## src/rtl/sprite_line_scheduler.sv

```systemverilog
// sprite_line_scheduler: per-line sprite row fetcher.
// On each line-start pulse it snapshots sprite positions, scans every sprite
// against the next scanline, reads each intersecting 32-pixel row from the
// shared sprite ROM, and writes the opaque pixels into a ping-pong line buffer.
// Optional feature macro: SPRITE_HFLIP_EN adds i_Sprite_Flip (horizontal mirror).
// Ports:
//   i_Clk, i_Reset (async, active high)
//   i_Line_Start, i_Next_Line             : line request
//   i_Sprite_X/Y/Enable[/Flip]            : packed sprite attributes
//   o_Mem_Read_En/Sprite_Id/Addr, i_Mem_Data : ROM read port (1-cycle latency)
//   o_Lb_Write_En/Addr/Data, o_Lb_Bank    : line-buffer write port
//   o_Busy, o_Done, o_Overrun             : status
module sprite_line_scheduler #(
   parameter int unsigned TILE_SIZE      = 32,
   parameter int unsigned NUM_SPRITES    = 5,
   parameter int unsigned H_VISIBLE_AREA = 640,
   parameter int unsigned V_VISIBLE_AREA = 480
) (
   input  logic                       i_Clk,
   input  logic                       i_Reset,
   input  logic                       i_Line_Start,
   input  logic [9:0]                 i_Next_Line,
   input  logic [NUM_SPRITES*10-1:0]  i_Sprite_X,
   input  logic [NUM_SPRITES*9-1:0]   i_Sprite_Y,
   input  logic [NUM_SPRITES-1:0]     i_Sprite_Enable,
`ifdef SPRITE_HFLIP_EN
   input  logic [NUM_SPRITES-1:0]     i_Sprite_Flip,
`endif
   output logic                       o_Mem_Read_En,
   output logic [2:0]                 o_Mem_Sprite_Id,
   output logic [9:0]                 o_Mem_Addr,
   input  logic [8:0]                 i_Mem_Data,
   output logic                       o_Lb_Write_En,
   output logic [9:0]                 o_Lb_Write_Addr,
   output logic [8:0]                 o_Lb_Write_Data,
   output logic                       o_Lb_Bank,
   output logic                       o_Busy,
   output logic                       o_Done,
   output logic                       o_Overrun
);

   localparam int unsigned COL_W = $clog2(TILE_SIZE);
   localparam int unsigned IDX_W = 3;
   localparam logic [IDX_W-1:0] LAST_IDX = IDX_W'(NUM_SPRITES - 1);
   localparam logic [COL_W-1:0] LAST_COL = COL_W'(TILE_SIZE - 1);
   localparam logic [10:0]      H_LIM    = 11'(H_VISIBLE_AREA);
   localparam logic [9:0]       V_LIM    = 10'(V_VISIBLE_AREA);
   localparam logic [10:0]      TILE_11  = 11'(TILE_SIZE);

   typedef enum logic [1:0] {IDLE, SCAN, FETCH, DRAIN} state_t;

   state_t                     state_q, state_d;
   logic [IDX_W-1:0]           idx_q, idx_d;
   logic [COL_W-1:0]           row_q, row_d, col_q, col_d;
   logic [9:0]                 line_q, line_d;
   logic [NUM_SPRITES*10-1:0]  sx_q, sx_d;
   logic [NUM_SPRITES*9-1:0]   sy_q, sy_d;
   logic [NUM_SPRITES-1:0]     sen_q, sen_d, flip_q, flip_d;
   logic                       bank_q, bank_d;
   logic                       rd_en_q, rd_en_d;
   logic [2:0]                 rd_id_q, rd_id_d;
   logic [9:0]                 rd_addr_q, rd_addr_d;
   logic                       pipe_vld_q, pipe_vld_d;
   logic [9:0]                 pipe_x_q, pipe_x_d;
   logic [COL_W-1:0]           pipe_col_q, pipe_col_d;
   logic                       lb_we_q, lb_we_d;
   logic [9:0]                 lb_addr_q, lb_addr_d;
   logic [8:0]                 lb_data_q, lb_data_d;
   logic                       busy_q, busy_d, done_q, done_d, ovr_q, ovr_d;

   // Attributes of the sprite currently addressed by idx_q
   logic [9:0]  x_k;
   logic [8:0]  y_k;
   logic        en_k, fl_k, hit;
   logic [10:0] line_11, y_11, wsum;
   logic [COL_W-1:0] col_sel;

   always_comb begin
      state_d    = state_q;
      idx_d      = idx_q;
      row_d      = row_q;
      col_d      = col_q;
      line_d     = line_q;
      sx_d       = sx_q;
      sy_d       = sy_q;
      sen_d      = sen_q;
      flip_d     = flip_q;
      bank_d     = bank_q;
      rd_en_d    = 1'b0;
      rd_id_d    = 3'd0;
      rd_addr_d  = 10'd0;
      pipe_vld_d = 1'b0;
      pipe_x_d   = pipe_x_q;
      pipe_col_d = pipe_col_q;
      lb_we_d    = 1'b0;
      lb_addr_d  = lb_addr_q;
      lb_data_d  = lb_data_q;
      done_d     = 1'b0;
      ovr_d      = 1'b0;
      x_k        = 10'd0;
      y_k        = 9'd0;
      en_k       = 1'b0;
      fl_k       = 1'b0;
      col_sel    = '0;

      for (int k = 0; k < int'(NUM_SPRITES); k++) begin
         if (idx_q == IDX_W'(k)) begin
            x_k  = sx_q[k*10 +: 10];
            y_k  = sy_q[k*9 +: 9];
            en_k = sen_q[k];
            fl_k = flip_q[k];
         end
      end

      // 11-bit compare so a Y near 511 does not wrap past the tile bottom
      line_11 = {1'b0, line_q};
      y_11    = {2'b00, y_k};
      hit     = en_k && (line_q < V_LIM) && (line_11 >= y_11) && (line_11 < (y_11 + TILE_11));

      // Write stage: ROM data arrives one cycle after the read it belongs to
      wsum = 11'(pipe_x_q) + 11'(pipe_col_q);
      if (pipe_vld_q && (i_Mem_Data != 9'h000) && (wsum < H_LIM)) begin
         lb_we_d   = 1'b1;
         lb_addr_d = wsum[9:0];
         lb_data_d = i_Mem_Data;
      end

      case (state_q)
         IDLE: ;
         SCAN: begin
            if (hit) begin
               state_d = FETCH;
               row_d   = COL_W'(line_q - 10'(y_k));
               col_d   = '0;
            end else if (idx_q == LAST_IDX) begin
               state_d = DRAIN;
            end else begin
               idx_d = idx_q + 1'b1;
            end
         end
         FETCH: begin
            pipe_vld_d = 1'b1;
            pipe_x_d   = x_k;
            pipe_col_d = col_q;
            col_d      = col_q + 1'b1;
            if (col_q == LAST_COL) begin
               if (idx_q == LAST_IDX) begin
                  state_d = DRAIN;
               end else begin
                  state_d = SCAN;
                  idx_d   = idx_q + 1'b1;
               end
            end
         end
         DRAIN: begin
            state_d = IDLE;
            done_d  = 1'b1;
         end
         default: state_d = IDLE;
      endcase

      // A line start always (re)starts the scan; when busy it aborts the line
      if (i_Line_Start) begin
         ovr_d      = (state_q != IDLE);
         done_d     = 1'b0;
         state_d    = SCAN;
         idx_d      = '0;
         bank_d     = ~bank_q;
         line_d     = i_Next_Line;
         sx_d       = i_Sprite_X;
         sy_d       = i_Sprite_Y;
         sen_d      = i_Sprite_Enable;
`ifdef SPRITE_HFLIP_EN
         flip_d     = i_Sprite_Flip;
`else
         flip_d     = '0;
`endif
         pipe_vld_d = 1'b0;
         lb_we_d    = 1'b0;
      end

      // Read strobe register tracks the FETCH state cycle for cycle
      if (state_d == FETCH) begin
         col_sel   = fl_k ? (LAST_COL - col_d) : col_d;
         rd_en_d   = 1'b1;
         rd_id_d   = idx_q;
         rd_addr_d = 10'({row_d, col_sel});
      end

      busy_d = (state_d != IDLE);
   end

   always_ff @(posedge i_Clk or posedge i_Reset) begin
      if (i_Reset) begin
         state_q    <= IDLE;
         idx_q      <= '0;
         row_q      <= '0;
         col_q      <= '0;
         line_q     <= '0;
         sx_q       <= '0;
         sy_q       <= '0;
         sen_q      <= '0;
         flip_q     <= '0;
         bank_q     <= 1'b0;
         rd_en_q    <= 1'b0;
         rd_id_q    <= '0;
         rd_addr_q  <= '0;
         pipe_vld_q <= 1'b0;
         pipe_x_q   <= '0;
         pipe_col_q <= '0;
         lb_we_q    <= 1'b0;
         lb_addr_q  <= '0;
         lb_data_q  <= '0;
         busy_q     <= 1'b0;
         done_q     <= 1'b0;
         ovr_q      <= 1'b0;
      end else begin
         state_q    <= state_d;
         idx_q      <= idx_d;
         row_q      <= row_d;
         col_q      <= col_d;
         line_q     <= line_d;
         sx_q       <= sx_d;
         sy_q       <= sy_d;
         sen_q      <= sen_d;
         flip_q     <= flip_d;
         bank_q     <= bank_d;
         rd_en_q    <= rd_en_d;
         rd_id_q    <= rd_id_d;
         rd_addr_q  <= rd_addr_d;
         pipe_vld_q <= pipe_vld_d;
         pipe_x_q   <= pipe_x_d;
         pipe_col_q <= pipe_col_d;
         lb_we_q    <= lb_we_d;
         lb_addr_q  <= lb_addr_d;
         lb_data_q  <= lb_data_d;
         busy_q     <= busy_d;
         done_q     <= done_d;
         ovr_q      <= ovr_d;
      end
   end

   assign o_Mem_Read_En   = rd_en_q;
   assign o_Mem_Sprite_Id = rd_id_q;
   assign o_Mem_Addr      = rd_addr_q;
   assign o_Lb_Write_En   = lb_we_q;
   assign o_Lb_Write_Addr = lb_addr_q;
   assign o_Lb_Write_Data = lb_data_q;
   assign o_Lb_Bank       = bank_q;
   assign o_Busy          = busy_q;
   assign o_Done          = done_q;
   assign o_Overrun       = ovr_q;

endmodule
```

## config.mk

```make
export PLATFORM = sky130hd
export DESIGN_NAME = sprite_line_scheduler
export DESIGN_NICKNAME = d
export VERILOG_FILES = /design/src/rtl/sprite_line_scheduler.sv
export SDC_FILE = /design/constraint.sdc
export NUM_CORES = 1
export LEC_CHECK = 0
export CAP_MARGIN = 20
export CORE_MARGIN = 1
export CORE_UTILIZATION = 53
export DETAILED_ROUTE_END_ITERATION = 16
export GPL_ROUTABILITY_DRIVEN = 1
export GPL_TIMING_DRIVEN = 0
export HOLD_SLACK_MARGIN = 0.02
export PLACE_DENSITY_LB_ADDON = 0.25
export SKIP_CTS_REPAIR_TIMING = 1
export SLEW_MARGIN = 10
export SYNTH_ARGS = -nofsm -noshare
export SYNTH_HDL_FRONTEND = slang
export SYNTH_SLANG_ARGS = --single-unit
```

## constraint.sdc

```tcl
create_clock -name i_Clk -period 7.4 [get_ports i_Clk]
set_clock_uncertainty 0.1 [all_clocks]
set_input_delay 1.48 -clock i_Clk [delete_from_list [all_inputs] [get_ports i_Clk]]
set_output_delay 1.48 -clock i_Clk [all_outputs]
set_load 0.02 [all_outputs]
```

# [After elaboration in Yosys (flattened, before gate mapping)]
# Index checks and enable logic that the tools add are counted.
# W data, S select, Z words.
[word_totals] register_bits=179 in_bits=122 output_inout_bits=38 word_cells=93
[classes] addsub=5 n_lt_le_gt_ge=4 eq_ne=11 muxes=40 bitwise_logic=1 reduce_logical=11
[ops] op="$mux W10" n=6
[ops] op="$mux W9" n=5
[ops] op="$mux W3" n=5
[ops] op="$mux W5" n=3
[ops] op="$mux W1" n=13
[ops] op="$add A10 B5 Y11" n=1
[ops] op="$lt A11 B10 Y1 const B" n=1
[ops] op="$add A9 B6 Y10 const B" n=1
[ops] op="$ge A10 B9 Y1" n=1
[ops] op="$lt A10 B10 Y1" n=1
[ops] op="$lt A10 B9 Y1 const B" n=1
[ops] op="$mux W2" n=5
[ops] op="$pmux W5 S2" n=1
[ops] op="$reduce_bool A9 Y1" n=1
[ops] op="$eq A2 B2 Y1 const B" n=3
[ops] op="$eq A3 B2 Y1 const B" n=2
[ops] op="$ne A3 B3 Y1 const B" n=2
[ops] op="$pmux W2 S3" n=1
[ops] op="$pmux W3 S2" n=1
[ops] op="$add A5 B1 Y5 const B" n=1
[ops] op="$eq A5 B5 Y1 const B" n=1
[ops] op="$logic_and A1 B1 Y1" n=5
[ops] op="$sub A5 B5 Y5" n=1
[ops] op="$reduce_bool A2 Y1" n=2
[ops] op="8 further kinds" n=8

# [Longest topological paths before layout]
[depth] ltp_word=14 mapped_depth=19 mapped_depth_nobuf=16

# [Worst setup path after synthesis]
# No wires, ideal clock.
[synth_timing] path_type="flip-flop to flip-flop" from="register idx_q[1]" to="register rd_addr_q[3] (netlist: o_Mem_Addr[3])" setup_time_ns=0.132 arrival_time_ns=3.806 setup_slack_ns=3.362 path_stages_with_launch=20 path_buffers=4 path_cell_list="dfrtp_1 -> inv_1 -> ha_1 -> nor2b_1 -> buf_2 -> buf_1 -> a221oi_1 -> nor3_1 -> a21oi_1 -> o21ai_0 -> ha_1 -> fa_1 -> nand2b_1 -> a2111oi_0 -> o21ai_0 -> o211a_1 -> buf_6 -> o31ai_4 -> buf_6 -> a211oi_1"
[synth_between] elab_chain_cells=14
[synth_lines] item="from (decl)" line="53" source="logic [IDX_W-1:0] idx_q, idx_d;"
[synth_lines] item="from (signal assigned)" line="219" source="idx_q <= idx_d;"
[synth_lines] item="$logic_not A3 Y1" line="107" source="if (idx_q == IDX_W'(k)) begin"
[synth_lines] item="$mux W9 or $mux W1 (tied branches) (5 in series)" line="107"
[synth_lines] item="$add A9 B6 Y10 (tied with other cells)" line="118" source="hit = en_k && (line_q < V_LIM) && (line_11 >= y_11) && (line_11 < (y_11 + TILE_11));"
[synth_lines] item="$lt A10 B10 Y1 or $logic_and A1 B1 Y1 (tied branches)" line="118"
[synth_lines] item="$logic_and A1 B1 Y1" line="118"
[synth_lines] item="$mux W2" line="131" source="if (hit) begin"
[synth_lines] item="$pmux W2 S3" line="128" source="case (state_q)"
[synth_lines] item="$mux W2" line="163" source="if (i_Line_Start) begin"
[synth_lines] item="$eq A2 B2 Y1" line="183" source="if (state_d == FETCH) begin"
[synth_lines] item="$mux W10 (*)" line="183"
[synth_lines] item="net rd_addr_d[3]" line="62" source="logic [9:0] rd_addr_q, rd_addr_d;"
[synth_lines] item="to (signal assigned)" line="230" source="rd_addr_q <= rd_addr_d;"
[synth_lines] item="to (decl)" line="62"
# The timed path passes the listed nets; every way through them passes the cells marked *.
# A chain may end at the register's enable or synchronous reset.

# [Worst setup path in the final report]
[layout_timing] from="register idx_q[0]" to="register rd_addr_q[8] (netlist: o_Mem_Addr[8])"
[layout_between] elab_chain_cells=14
[layout_lines] item="$logic_not A3 Y1" line="107"
[layout_lines] item="$mux W9 or $mux W1 (tied branches) (5 in series)" line="107"
[layout_lines] item="$add A9 B6 Y10 (tied with other cells)" line="118"
[layout_lines] item="$lt A10 B10 Y1 or $logic_and A1 B1 Y1 (tied branches)" line="118"
[layout_lines] item="$logic_and A1 B1 Y1" line="118"
[layout_lines] item="$mux W2 (*)" line="131"
[layout_lines] item="$pmux W2 S3 (*)" line="128"
[layout_lines] item="$mux W2 (*)" line="163"
[layout_lines] item="net state_d[0]" line="52" source="state_t state_q, state_d;"
[layout_lines] item="$eq A2 B2 Y1 (*)" line="183"
[layout_lines] item="$mux W10 (*)" line="183"
[layout_lines] item="net rd_addr_d[8]" line="62"
# Marked as above.

==> summary.txt <==
total grt overflow = 0
Worst path max stage delay = 0.53 ns
CTS tree = built
H-tree levels = 4
Max Cap Viol = 0
NumNets Final = 1043
Startpoint Class = register
Req. time, crit path = 7.65 ns
FMAX = 0.195 GHz
routability cong. = 0.923
final core utilization = 69.7%
status = completed
CP bufs+invs = 3
endpoints failing hold = 0
Ys Warns = 0
critical path depth = 17
critical path's most frequent cell = ha_1
Die Y = 130 um
worst min path class = reg -> reg
Post-synth EDFFs = 0
Slew @ Worst Pin = 0.726 ns
maximum VDD drop = 0.196 mV
endpoints failing setup = 0
share of layout cells above drive strength 1 = 21.2%
Register-to-Register Path Depth = 17
Yosys reg bits = 179
starting density of the core = 54.3%
synthesized area = 8620 um2
hpwl dp = 15100 um
vias per cell = 5.60
row cnt = 46
slowest CP cell = nor3b_4
Async SR Flop Fraction = 100%
Port Buffer Count = 158
Antenna diodes = 0
Via Count = 6255
drt wl/cell = 18.1 um
most common flop cell mapped by yosys = dfrtp_1
syn_area_per_cell = 12.1 um2
root buffer cell = clkbuf_16
drt pass-1 iters = 7
Yosys top cell area share = 51.9%
clock period minus worst slack = 5.12 ns
DR iter-0 viols = 396
Inst Count DP = 1085
Final ANT Viol Nets = 0
GRT Total Usage = 25.6%
Cells after Synth = 710
fraction of the cycle the final worst path needs = 69.1%
Mapped Nets = 865
drt drc = 0
Yosys top cell by area = dfrtp_1
CP Class = reg -> reg
hold slack = 0.369 ns
post-synthesis cell type count = 60
WHS Path Cells = 1
Worst-Skew Late Latency = 0.44 ns
maximum clock path buffer count = 2
clk sink count = 179
Lkg Pwr = 4.71 nW
initial antenna violation count = 0
Worst Path Arrival = 5.36 ns
Clock Pin Slew Worst Setup and Hold Paths = 0.06 ns
crit end category = register
CP top delay family = compound AO/OA/AOI/OAI gates
Layout Cells excl Fill = 1117
crit-path max FO = 10
Final Max Slew Viols = 0
total core area = 15900 um2
vias in the first global route = 6366
Num CTS Buffers = 17
CP cell instances = inv_1, ha_1, nor3b_4, a221oi_1, o31ai_1, o21ai_0, inv_1, ha_1, nand2_1, ha_1, a211o_1, a41oi_1, o211a_1, o211ai_2, a311o_1, buf_6, nor3b_2
die area = 16800 um2
Power Density = 312 nW/um2
Relative slew margins = 51.6%
DRT Wirelength = 20300 um
area growth from synthesis to layout = 28.3%
largest net degree at the start of global routing = 99
RSZ-0062 raised after global routing = no
first-pass GRT wire length = 32500 um
Die Wd = 130 um
boundary pin count = 160
Seq/Total Area, Yosys = 51.9%
Area contributors post-synth = dfrtp_1 52%, mux2_2 16%, ha_1 4.5%
## routing by layer
metal  vias to the layer above  part of all wire [%]  track usage (%)
met2                       195                    49             42.0
met4                         0                   1.7             8.34
met1                      3130                    44             33.8
met5                         -                     0                0
li1                       2905                     -                -
met3                        25                   5.4             5.66
## worst reg2reg max path, delay by kind of cell (launching register included)
family | cells | cell delay, ns
AOI/OAI and AO/OA | 8 | 2.43
adders and majority gates | 3 | 0.80
buffers and inverters | 3 | 0.51
DFF | 1 | 0.41
and+or+nand+nor | 3 | 0.80
## registers in the layout (all words and copies together), names as in the netlist
name	count
o_Done	1
o_Busy	1
sy_q	45
o_Mem_Addr	10
o_Mem_Read_En	1
pipe_vld_q	1
pipe_col_q	5
o_Lb_Write_En	1
pipe_x_q	10
state_q	2
o_Lb_Write_Data	9
row_q	5
idx_q	3
o_Lb_Write_Addr	10
sx_q	50
col_q	5
o_Mem_Sprite_Id	3
sen_q	5
line_q	10
o_Overrun	1
o_Lb_Bank	1
## cells by family (layout without fill, tap and decap cells)
group,count (synthesis),count (layout),synth area share [%]
multiplexers,139,139,18.4
AO/OA/AOI/OAI,137,137,11.2
AND/OR/NAND/NOR,128,128,7.92
flip-flops,179,179,51.9
XOR/XNOR,12,12,1.22
adder cells (fa/ha/maj),33,33,4.96
buffers and inverters,82,273,4.38
## cell usage after synthesis, drive strengths merged, types with 5 or more instances
cell type / instances
dfrtp: 179
mux2: 133
inv: 40
o21ai: 36
nor2: 34
ha: 31
clkbuf: 25
nand2: 25
nor3: 22
a21oi: 21
a221oi: 20
buf: 17
a211oi: 13
nor2b: 11
nand3: 10
o22ai: 10
nand2b: 9
xnor2: 9
nor3b: 8
a31oi: 6
mux2i: 6
o31ai: 5
## placed cells by master (no fill, tap or decap), drive strengths merged, types with 4 or more instances in the layout
| master | n |
|---|---|
| a21o | 4 |
| nor2b | 11 |
| o31ai | 5 |
| clkbuf | 48 |
| nor2 | 34 |
| clkinv | 7 |
| a31oi | 6 |
| nor3 | 22 |
| xnor2 | 9 |
| o21ai | 36 |
| inv | 40 |
| mux2i | 6 |
| clkdlybuf4s50 | 158 |
| nand3 | 10 |
| nor3b | 8 |
| nand2 | 25 |
| o22ai | 10 |
| ha | 31 |
| a221oi | 20 |
| buf | 18 |
| mux2 | 133 |
| nand2b | 9 |
| a21oi | 21 |
| a211oi | 13 |
| dfrtp | 179 |
## layout make-up
type | instances | area, um2
multi-input cells | 449 | 3770
flip-flops and latches | 179 | 4480
well taps | 216 | 270
fillers | 1175 | 4820
plain buffers | 42 | 228
clock buffers | 23 | 478
repair buffers | 159 | 1610
inverters | 40 | 158
clock inverters | 9 | 80.1
## report_power, final
| part | total (mW) | switching [mW] | internal [mW] |
|---|---|---|---|
| Sequential | 1.23 | 0.0977 | 1.13 |
| Combinational | 1.38 | 0.757 | 0.618 |
| Clock | 0.857 | 0.369 | 0.488 |
## metrics by stage
stage	setup TNS [ns]	area (um2)	setup WS (ns)	power, mW
final	0	11100	2.28	3.46
after global routing	0	11100	1.93	3.67
after CTS	0	11100	2.36	3.46
after detailed placement	0	10500	2.41	2.60
after global placement	-182.13	10500	-1.03	2.54
after floorplan	0	8620	0.961	2.16
## path summary, 6_finish.rpt
| kind | endpoint | slack [ns] | start |
|---|---|---|---|
| min in group asynchronous | o_Lb_Write_Data[1] | 1.43 | i_Reset |
| worst min-delay path | o_Lb_Bank | 0.37 | o_Lb_Bank |
| worst min register to register | o_Lb_Bank | 0.37 | o_Lb_Bank |
| max in group asynchronous | sx_q[15] | 4.89 | i_Reset |
| worst max-delay path | o_Mem_Addr[8] | 2.28 | idx_q[0] |
| worst max register to register | o_Mem_Addr[8] | 2.28 | idx_q[0] |
(Power assumes the default switching activity.)
